[config.mk]
export PLATFORM = sky130hd
export DESIGN_NAME = usb_in_result_packer
export DESIGN_NICKNAME = d
export VERILOG_FILES = /design/src/rtl/usb_in_pkg.sv /design/src/rtl/usb_in_result_packer_sync_ff.sv /design/src/rtl/usb_in_result_packer.sv
export SDC_FILE = /design/constraint.sdc
export NUM_CORES = 1
export LEC_CHECK = 0
export BUFFER_PORTS_ARGS = -buffer_cell sky130_fd_sc_hd__buf_2
export CORE_UTILIZATION = 25
export CTS_BUF_LIST = sky130_fd_sc_hd__clkbuf_8
export DETAILED_ROUTE_END_ITERATION = 8
export PLACE_DENSITY = 0.49
export RECOVER_POWER = 25
export SYNTH_ARGS = -nofsm -noshare
export SYNTH_HDL_FRONTEND = slang
export SYNTH_SLANG_ARGS = --single-unit
export TNS_END_PERCENT = 100
[constraint.sdc]
create_clock -name clk_50 -period 3.1 [get_ports clk_50]
set_input_delay 0.155 -clock clk_50 [delete_from_list [all_inputs] [get_ports clk_50]]
set_output_delay 0.155 -clock clk_50 [all_outputs]
set_load 0.01 [all_outputs]
[src/rtl/usb_in_pkg.sv]
// Shared types and default sizing for the USB IN result packer.
package usb_in_pkg;

  localparam int DEF_ADDR_W       = 9;
  localparam int DEF_LEN_W        = 10;
  localparam int DEF_MAX_LEN      = 512;
  localparam int DEF_FLUSH_CYCLES = 1024;
  localparam int DEF_SYNC_STAGES  = 2;

  typedef enum logic [2:0] {
    ST_IDLE   = 3'd0,
    ST_FILL   = 3'd1,
    ST_COMMIT = 3'd2,
    ST_ACK_HI = 3'd3,
    ST_ACK_LO = 3'd4
  } state_e;

  function automatic logic [7:0] sat_inc8(input logic [7:0] val);
    return (val == 8'hFF) ? val : val + 8'd1;
  endfunction

endpackage

[src/rtl/usb_in_result_packer_sync_ff.sv]
// Multi-stage flop synchroniser for slow level signals from the USB clock domain.
module sync_ff #(
  parameter int STAGES = 2,
  parameter int WIDTH  = 1
) (
  input  logic             clk,
  input  logic             reset,
  input  logic [WIDTH-1:0] i_d,
  output logic [WIDTH-1:0] o_q
);

  logic [WIDTH-1:0] r_stage [STAGES];

  always_ff @(posedge clk) begin
    if (reset) begin
      for (int i = 0; i < STAGES; i++) r_stage[i] <= '0;
    end else begin
      r_stage[0] <= i_d;
      for (int i = 1; i < STAGES; i++) r_stage[i] <= r_stage[i-1];
    end
  end

  assign o_q = r_stage[STAGES-1];

endmodule

[src/rtl/usb_in_result_packer.sv]
// Packs a valid/ready/last byte stream into the USB IN endpoint buffer and
// runs the commit request/ack handshake with the USB domain.
//
// state     | meaning
// IDLE      | wait for configured and a free IN buffer
// FILL      | accept bytes, write them to the buffer, watch flush timer
// COMMIT    | hold commit request and length until ack is seen
// ACK_HI    | request dropped, wait for ack to fall
// ACK_LO    | count the packet, return to IDLE
module usb_in_result_packer
  import usb_in_pkg::*;
#(
  parameter int ADDR_W       = DEF_ADDR_W,
  parameter int LEN_W        = DEF_LEN_W,
  parameter int MAX_LEN      = DEF_MAX_LEN,
  parameter int FLUSH_CYCLES = DEF_FLUSH_CYCLES,
  parameter int SYNC_STAGES  = DEF_SYNC_STAGES
) (
  input  logic              clk_50,
  input  logic              reset,
  input  logic [7:0]        in_data,
  input  logic              in_valid,
  input  logic              in_last,
  output logic              in_ready,
  input  logic              usb_configured,
  input  logic              buf_in_ready,
  input  logic              buf_in_commit_ack,
  output logic [ADDR_W-1:0] buf_in_addr,
  output logic [7:0]        buf_in_data,
  output logic              buf_in_wren,
  output logic              buf_in_commit,
  output logic [LEN_W-1:0]  buf_in_commit_len,
  output logic [15:0]       pkt_count,
  output logic [7:0]        abort_count
);

  localparam int               TMR_W      = (FLUSH_CYCLES > 1) ? $clog2(FLUSH_CYCLES + 1) : 1;
  localparam logic [LEN_W-1:0] LP_MAX_LEN = LEN_W'(MAX_LEN);
  localparam logic [TMR_W-1:0] LP_FLUSH   = TMR_W'(FLUSH_CYCLES);
  localparam logic             LP_FLUSH_EN = (FLUSH_CYCLES != 0);

  state_e            r_state;
  state_e            w_state_nxt;
  logic [2:0]        w_sync_in;
  logic [2:0]        w_sync_out;
  logic              w_cfg_s;
  logic              w_rdy_s;
  logic              w_ack_s;

  logic [LEN_W-1:0]  r_count;
  logic [TMR_W-1:0]  r_flush_tmr;
  logic              r_wren;
  logic [ADDR_W-1:0] r_addr;
  logic [7:0]        r_data;
  logic [LEN_W-1:0]  r_len;
  logic [15:0]       r_pkt_cnt;
  logic [7:0]        r_abort_cnt;

  logic              w_fill;
  logic              w_abort;
  logic              w_accept;
  logic              w_close;
  logic              w_flush;
  logic [LEN_W-1:0]  w_count_inc;

  assign w_sync_in = {usb_configured, buf_in_ready, buf_in_commit_ack};

  sync_ff #(
    .STAGES (SYNC_STAGES),
    .WIDTH  (3)
  ) u_sync (
    .clk   (clk_50),
    .reset (reset),
    .i_d   (w_sync_in),
    .o_q   (w_sync_out)
  );

  assign {w_cfg_s, w_rdy_s, w_ack_s} = w_sync_out;

  // Losing configuration in FILL overrides any byte offered in the same cycle.
  always_comb begin
    w_fill      = (r_state == ST_FILL);
    w_count_inc = r_count + 1'b1;
    w_abort     = w_fill & ~w_cfg_s;
    w_accept    = w_fill & in_valid & ~w_abort;
    w_close     = w_accept & (in_last | (w_count_inc == LP_MAX_LEN));
    w_flush     = LP_FLUSH_EN & w_fill & ~w_accept & ~w_abort
                  & (r_count != '0) & (r_flush_tmr == TMR_W'(1));
  end

  always_ff @(posedge clk_50) begin
    if (reset) begin
      r_state <= ST_IDLE;
    end else begin
      r_state <= w_state_nxt;
    end
  end

  always_comb begin
    w_state_nxt = r_state;
    case (r_state)
      ST_IDLE: begin
        if (w_cfg_s && w_rdy_s) w_state_nxt = ST_FILL;
      end
      ST_FILL: begin
        if (w_abort)                w_state_nxt = ST_IDLE;
        else if (w_close || w_flush) w_state_nxt = ST_COMMIT;
      end
      ST_COMMIT: begin
        if (w_ack_s) w_state_nxt = ST_ACK_HI;
      end
      ST_ACK_HI: begin
        if (!w_ack_s) w_state_nxt = ST_ACK_LO;
      end
      ST_ACK_LO: begin
        w_state_nxt = ST_IDLE;
      end
      default: begin
        w_state_nxt = ST_IDLE;
      end
    endcase
  end

  // Write port, byte count and flush timer.
  always_ff @(posedge clk_50) begin
    if (reset) begin
      r_count     <= '0;
      r_flush_tmr <= '0;
      r_wren      <= 1'b0;
      r_addr      <= '0;
      r_data      <= '0;
      r_len       <= '0;
    end else begin
      r_wren <= 1'b0;
      if (r_state == ST_IDLE) begin
        r_count     <= '0;
        r_flush_tmr <= '0;
      end
      if (w_accept) begin
        r_wren      <= 1'b1;
        r_addr      <= r_count[ADDR_W-1:0];
        r_data      <= in_data;
        r_count     <= w_count_inc;
        r_flush_tmr <= LP_FLUSH;
        if (w_close) r_len <= w_count_inc;
      end else if (w_fill && (r_count != '0) && (r_flush_tmr != '0)) begin
        r_flush_tmr <= r_flush_tmr - 1'b1;
      end
      if (w_flush) r_len <= r_count;
    end
  end

  always_ff @(posedge clk_50) begin
    if (reset) begin
      r_pkt_cnt   <= '0;
      r_abort_cnt <= '0;
    end else begin
      if (r_state == ST_ACK_LO) r_pkt_cnt <= r_pkt_cnt + 16'd1;
      if (w_abort)              r_abort_cnt <= sat_inc8(r_abort_cnt);
    end
  end

  assign in_ready          = w_fill;
  assign buf_in_wren       = r_wren;
  assign buf_in_addr       = r_addr;
  assign buf_in_data       = r_data;
  assign buf_in_commit     = (r_state == ST_COMMIT);
  assign buf_in_commit_len = r_len;
  assign pkt_count         = r_pkt_cnt;
  assign abort_count       = r_abort_cnt;

endmodule

Word-level counts from Yosys, hierarchy flattened
Memory sizes are Yosys's and may differ from the RTL's.
Cells that the tools add are included.
- register bits after elaboration: 76
- bits in writable memories: 6
- input bits: 15
- output and inout bits: 54
- memories kept: 1
- add/subtract/negate cells: 4
- eq/ne operators: 11
- mux-type cells: 20
- bitwise operators: 15
- reduce and logical (&&, ||, !) cells: 16
- memory list (name ; words ; bits a word ; rd ports ; clocked after memory_dff ; write ports ; line ; RTL):
    u_sync.r_stage ; 2 ; 3 ; 2 ; 0 ; 2 ; usb_in_result_packer_sync_ff.sv:12 ; logic [WIDTH-1:0] r_stage [STAGES];
- operators with widths (cell ; number):
    2-to-1 mux 10 bit ; 5
    2-to-1 mux 11 bit ; 3
    2-to-1 mux 3 bit ; 7
    adder 16 x 1 -> 16 bit, second input constant ; 1
    case mux 3 bit (4 select lines) ; 1
    equality test 11 x 1 -> 1 bit, second input constant ; 1
    nonzero test 11 bit ; 1
    subtractor 11 x 1 -> 11 bit, second input constant ; 1
    adder 10 x 1 -> 10 bit, second input constant ; 1
    equality test 10 bit, second input constant ; 1
    nonzero test 10 bit ; 1
    adder 8 x 1 -> 8 bit, second input constant ; 1
    AND 1 bit ; 8
    equality test 8 bit, second input constant ; 1
    nonzero test 2 bit ; 4
    equality test 3 x 2 -> 1 bit, second input constant ; 2
    2-to-1 mux 1 bit ; 4
    != test 2 bit, second input constant ; 2
    inverter 1 bit ; 4
    AND reduction 2 bit ; 2
    AND reduction 4 bit ; 1
    equality test 3 x 1 -> 1 bit, second input constant ; 1
    equality test 3 bit, second input constant ; 1
    logical AND 1 bit ; 3
    7 further kinds ; 9

Longest topological paths before layout
- word-level depth: 13
- depth in mapped cells: 8

Modules after synthesis
A second synthesis with hierarchy kept.
- cell total of the unflattened synthesis: 462
- area, all modules: 3872.5 um2
- modules (own cells, without submodules) (module ; instances ; cells each ; area each (um2) ; sequential area each (um2)):
    usb_in_result_packer ; 1 ; 447 ; 3692.3 ; 1521.5
    sync_ff ; 1 ; 15 ; 180.2 ; 120.1

Worst setup path before layout
OpenSTA, ideal clock, no wires.
- path kind: register -> register
- from: register r_count[0]
- to: register r_len[0], in the netlist buf_in_commit_len[0]
- arrival time: 2014 ps
- data required time: 2979 ps
- setup slack: 965 ps
- cell stages (with the launch flop): 9
- buffers on the path: 2
- clock period less this slack: 2135 ps
- path through: dfxtp_1 > ha_1 > and2_4 > buf_6 > a211o_1 > a2111oi_4 > buf_6 > nor3_2 > mux2_4
- word-level cells in the longest chain between the ends: 6
- elaborated cells on any way between the ends: 13
- those cells by class: add/sub: 1; eq/ne: 1; mux: 3; bitwise: 4; reduce/logical: 4
- ends and longest elaborated chain (element ; line ; RTL):
    start: declaration ; usb_in_result_packer.sv:50 ; logic [LEN_W-1:0] r_count;
    start signal: assignment ; usb_in_result_packer.sv:143 ; r_count <= w_count_inc;
    adder 10 x 1 -> 10 bit ; usb_in_result_packer.sv:83 ; w_count_inc = r_count + 1'b1;
    equality test 10 bit ; usb_in_result_packer.sv:86 ; w_close = w_accept & (in_last | (w_count_inc == LP_MAX_LEN));
    bitwise OR 1 bit ; usb_in_result_packer.sv:86 ;
    AND 1 bit ; usb_in_result_packer.sv:86 ;
    nonzero test 2 bit (no line) ; - ;
    AND reduction 2 bit (no line) ; - ;
    end signal: assignment ; usb_in_result_packer.sv:145 ; if (w_close) r_len <= w_count_inc;
    end signal: assignment ; usb_in_result_packer.sv:149 ; if (w_flush) r_len <= r_count;
    end: declaration ; usb_in_result_packer.sv:55 ; logic [LEN_W-1:0] r_len;
Several ways; a longest one is shown, not always the timed one. The select of a mux whose other input is x is not followed.
A chain may end at the register's enable or synchronous reset.

Worst setup path after layout
- from: register r_count[0]
- to: register r_len[1], in the netlist buf_in_commit_len[1]
Same word-level chain as after synthesis.

==> impl_metrics.py <==
metrics = {
    "synth": {
        "ys_ff_latch": 82,
        "synth_ff_type": "dfxtp_1",
        "synth_area_um2": 3950,
        "yosysWarnings": 0,
        "async_reset_ff_frac": 0,
        "synth_edf_count": 0,
        "synth_cell_types": 58,
        "syn_area_per_cell_um2": 8.55,
        "syn-num-nets": 483,
        "ys_seq_area_frac": 0.416,
        "postSynthCellCount": 462,
    },
    "timing": {
        "rsz0062_at_grt": "false",
        "totalNegativeSetupSlack_ns": 0,
        "holdWs_ns": 0.0174,
        "final-max-slew-violation-count": 0,
        "clock_skew_ns": 0.00976,
        "final-hold-violation-count": 0,
        "min_period_over_period": 0.829,
        "tightest_slew_ns": 0.729,
        "setup_viol": 0,
        "fmax_mhz": 389,
        "fin_crit_ns": 2.57,
        "relSlewSlack": 0.511,
    },
    "placement": {
        "gp_congestion": 0.832,
        "place_area_um2": 4430,
        "dp.cells": 716,
        "placement.io_buffers": 68,
        "hpwl_mm": 7.05,
    },
    "hold_path": {
        "min_path_type": "in -> reg",
    },
    "pwr": {
        "pwr-share-clk": 0.485,
        "p_sw_uw": 445,
        "power.total_uw": 2160,
        "irDropWorstVdd_mv": 0.216,
        "power.share.sequential": 0.491,
        "p_per_area_nw_per_um2": 456,
        "combPwrFrac": 0.024,
        "power_leakage_uw": 0.00173,
        "internal_power_uw": 1710,
        "p_sw_frac": 0.207,
    },
    "critical_path": {
        "start_kind": "flip-flop",
        "cp-startpoint": "r_count[0]",
        "reg2reg_depth": 6,
        "setup.worst_path.end_class": "flip-flop",
        "cp_top_family": "compound AO/OA/AOI/OAI gates",
        "cp.arrival_ns": 2.82,
        "cp_num_cells": 6,
        "cpPeakStageDelay_ns": 0.64,
        "rrSetupSlack_ns": 0.53,
        "slowest_stage": "a2111oi_4",
        "path_class": "reg -> reg",
        "cp.required_ns": 3.35,
        "cp_max_fo": 11,
        "path_cells": "ha_1 > and2_4 > a211o_1 > a2111oi_4 > or3_1 > a311oi_2",
        "r2r_start": "r_count[0]",
        "cp-endpoint": "buf_in_commit_len[1]",
        "rr_endpoint": "buf_in_commit_len[1]",
        "timing.critical_path.buf_inv": 0,
    },
    "floorplan": {
        "initial_core_util": 0.258,
        "die_x_um": 128,
        "die_h_um": 128,
        "dieArea_um2": 16300,
        "core-area_um2": 15300,
        "num_rows": 45,
        "ios": 69,
    },
    "layout": {
        "stdcell_count": 739,
        "fillerInstances": 1673,
        "syn_to_final_growth_pct": 19.8,
        "nets": 544,
        "design_area_um2": 4730,
        "drive_above_1_share": 0.155,
        "antennaDiodeCount": 0,
    },
    "cts": {
        "htreeDepth": 3,
        "root_buffer": "clkbuf_8",
        "cts_buffers": 9,
        "post_cts_buffers": 0,
        "clk_pin_slew_worst_paths_ns": 0.08,
        "cts_buffer_depth": 2,
        "clock-sinks": 82,
        "tritoncts": "yes",
        "cts_resized": 0,
        "clk_latency_ns": 0.38,
    },
    "grt": {
        "grt_usage": 0.128,
        "met1_usage": 0.160,
        "busiest_layer": "met2",
        "grt_pass1_vias": 3204,
        "antenna_found_initial": 0,
        "grt_overflow_total": 0,
        "grt_max_degree": 36,
        "grt_pass1_wl_mm": 16.3,
        "grtUsageMet3": 0.0488,
        "grt_use_met2": 0.208,
    },
    "route": {
        "vias": 3448,
        "ant_nets": 0,
        "drtPass1Iterations": 4,
        "wl_mm": 10.0,
        "drt_iter0_markers": 183,
        "drc": 0,
        "route.detailed.vias_per_inst": 4.67,
        "wl_per_cell_um": 13.6,
    },
    "job": {
        "cap_violations": 0,
    },
    "status": {
        "status": "completed",
    },
}
==> cells in the mapped netlist, types with 4 or more instances <==
| cell type | count | area [um^2] |
|---|---|---|
| a21oi_1 | 50 | 250 |
| and2_1 | 5 | 31.3 |
| and3_1 | 9 | 56.3 |
| and4_1 | 4 | 35.0 |
| buf_2 | 4 | 20.0 |
| buf_6 | 6 | 67.6 |
| clkbuf_1 | 17 | 63.8 |
| dfxtp_1 | 82 | 1640 |
| ha_1 | 6 | 75.1 |
| inv_1 | 10 | 37.5 |
| mux2i_1 | 4 | 40.0 |
| nand2_1 | 60 | 225 |
| nand3_1 | 18 | 90.1 |
| nand4_1 | 13 | 81.3 |
| nor2_1 | 38 | 143 |
| nor2b_1 | 8 | 50.1 |
| nor3_1 | 12 | 60.1 |
| nor4_1 | 6 | 37.5 |
| o21ai_0 | 15 | 75.1 |
| o41ai_1 | 6 | 52.6 |
| or3_1 | 11 | 68.8 |
| xnor2_1 | 15 | 131 |
| xor2_1 | 13 | 114 |
==> placed cells by master, fill, tap and decap left out, types with 2 or more instances in the layout <==
| cell type | n |
|---|---|
| and3_1 | 9 |
| and2_1 | 5 |
| a311oi_1 | 2 |
| nand2_1 | 60 |
| nand3_1 | 18 |
| nand4_1 | 13 |
| nor2_1 | 38 |
| buf_4 | 6 |
| xor2_1 | 13 |
| o21a_1 | 2 |
| and4_1 | 4 |
| nor4_1 | 6 |
| nor3_2 | 2 |
| nor3_1 | 12 |
| nor4_4 | 2 |
| xnor2_1 | 15 |
| nor2b_1 | 8 |
| o41ai_1 | 6 |
| a31oi_1 | 3 |
| buf_2 | 41 |
| inv_1 | 11 |
| or3b_1 | 2 |
| nor4b_1 | 2 |
| clkbuf_1 | 27 |
| bufinv_16 | 4 |
| mux2i_1 | 4 |
| nand2b_1 | 2 |
| nor3b_2 | 2 |
| a211oi_1 | 3 |
| or3_1 | 11 |
| o21ai_0 | 15 |
| a211oi_2 | 3 |
| a21oi_1 | 50 |
| dlygate4sd3_1 | 7 |
| dfxtp_1 | 82 |
| ha_1 | 6 |
| clkbuf_8 | 10 |
==> metal layers <==
| metal | up-vias | share of wire |
|---|---|---|
| met3 | 9 | 0.053 |
| met2 | 69 | 0.46 |
| met1 | 1619 | 0.48 |
| li1 | 1751 | - |
| met4 | 0 | 0.0097 |
| met5 | - | 0 |
==> through the flow <==
| step | utilization | worst slack, ns |
|---|---|---|
| floorplan | - | 0.965 |
| global placement | 0.289 | 0.632 |
| detailed placement | 0.289 | 0.555 |
| CTS | 0.310 | 0.531 |
| global route | 0.309 | 0.405 |
| finish | 0.309 | 0.529 |
==> kinds of logic (layout without fill, tap and decap cells) <==
family	after synthesis	in the layout	share of synthesized area
XOR/XNOR	28	28	0.0621
flip-flops	82	82	0.416
AO/OA/AOI/OAI	94	94	0.155
multiplexers	7	7	0.0196
adder cells (fa/ha/maj)	6	6	0.0190
AND/OR/NAND/NOR	203	203	0.275
buffers and inverters	42	108	0.0538
==> final cells by class <==
type	count	area [um^2]	area share
Multi-Input combinational cell	338	2100	0.443
Sequential cell	82	1640	0.347
Timing Repair Buffer	81	422	0.0891
Tap cell	211	264	0.0558
Clock buffer	10	138	0.0291
Clock inverter	6	129	0.0272
Inverter	11	41.3	0.00873
==> power by group through the flow <==
stage / Sequential, uW / Combinational, uW / Clock [uW]
3_3_place_gp: 1080 / 44.1 / 0
5_1_grt: 1060 / 56.2 / 1120
4_1_cts: 1060 / 49.7 / 1070
2_1_floorplan: 1080 / 24.6 / 0
3_5_place_dp: 1080 / 44.9 / 0
6_report: 1060 / 50.8 / 1050
==> repair_timing <==
item,CTS,global route
hold endpoints to repair,5,2
endpoints found under the setup margin,0,0
hold buffers,5,2
==> sequential cells by signal, indices dropped and copies added (netlist names) <==
register / cells
r_state: 3
pkt_count: 16
u_sync.r_stage: 6
buf_in_data: 8
buf_in_commit_len: 10
buf_in_wren: 1
abort_count: 8
r_flush_tmr: 11
r_count: 10
buf_in_addr: 9
==> worst reg2reg max path: stages (launching register included) <==
cell and delay (ns):
dfxtp_1 0.39, ha_1 0.29, and2_4 0.21, a211o_1 0.33, a2111oi_4 0.64, or3_1 0.44
a311oi_2 0.15
==> worst min path at each step <==
| stage | startpoint | cells after the start | endpoint | slack (ns) |
|---|---|---|---|---|
| finish | in_data[6] | 3 | buf_in_data[6] | 0.02 |
| global route | in_data[0] | 3 | buf_in_data[0] | 0.0006 |
| CTS | in_data[3] | 3 | buf_in_data[3] | 0.0002 |
| detailed placement | buf_in_ready | 2 | u_sync.r_stage[0][1] | 0.37 |
| global placement | buf_in_ready | 2 | u_sync.r_stage[0][1] | 0.37 |
| floorplan | buf_in_commit_ack | 1 | u_sync.r_stage[0][0] | 0.28 |
Note: power is estimated with default switching activity, not from simulation.
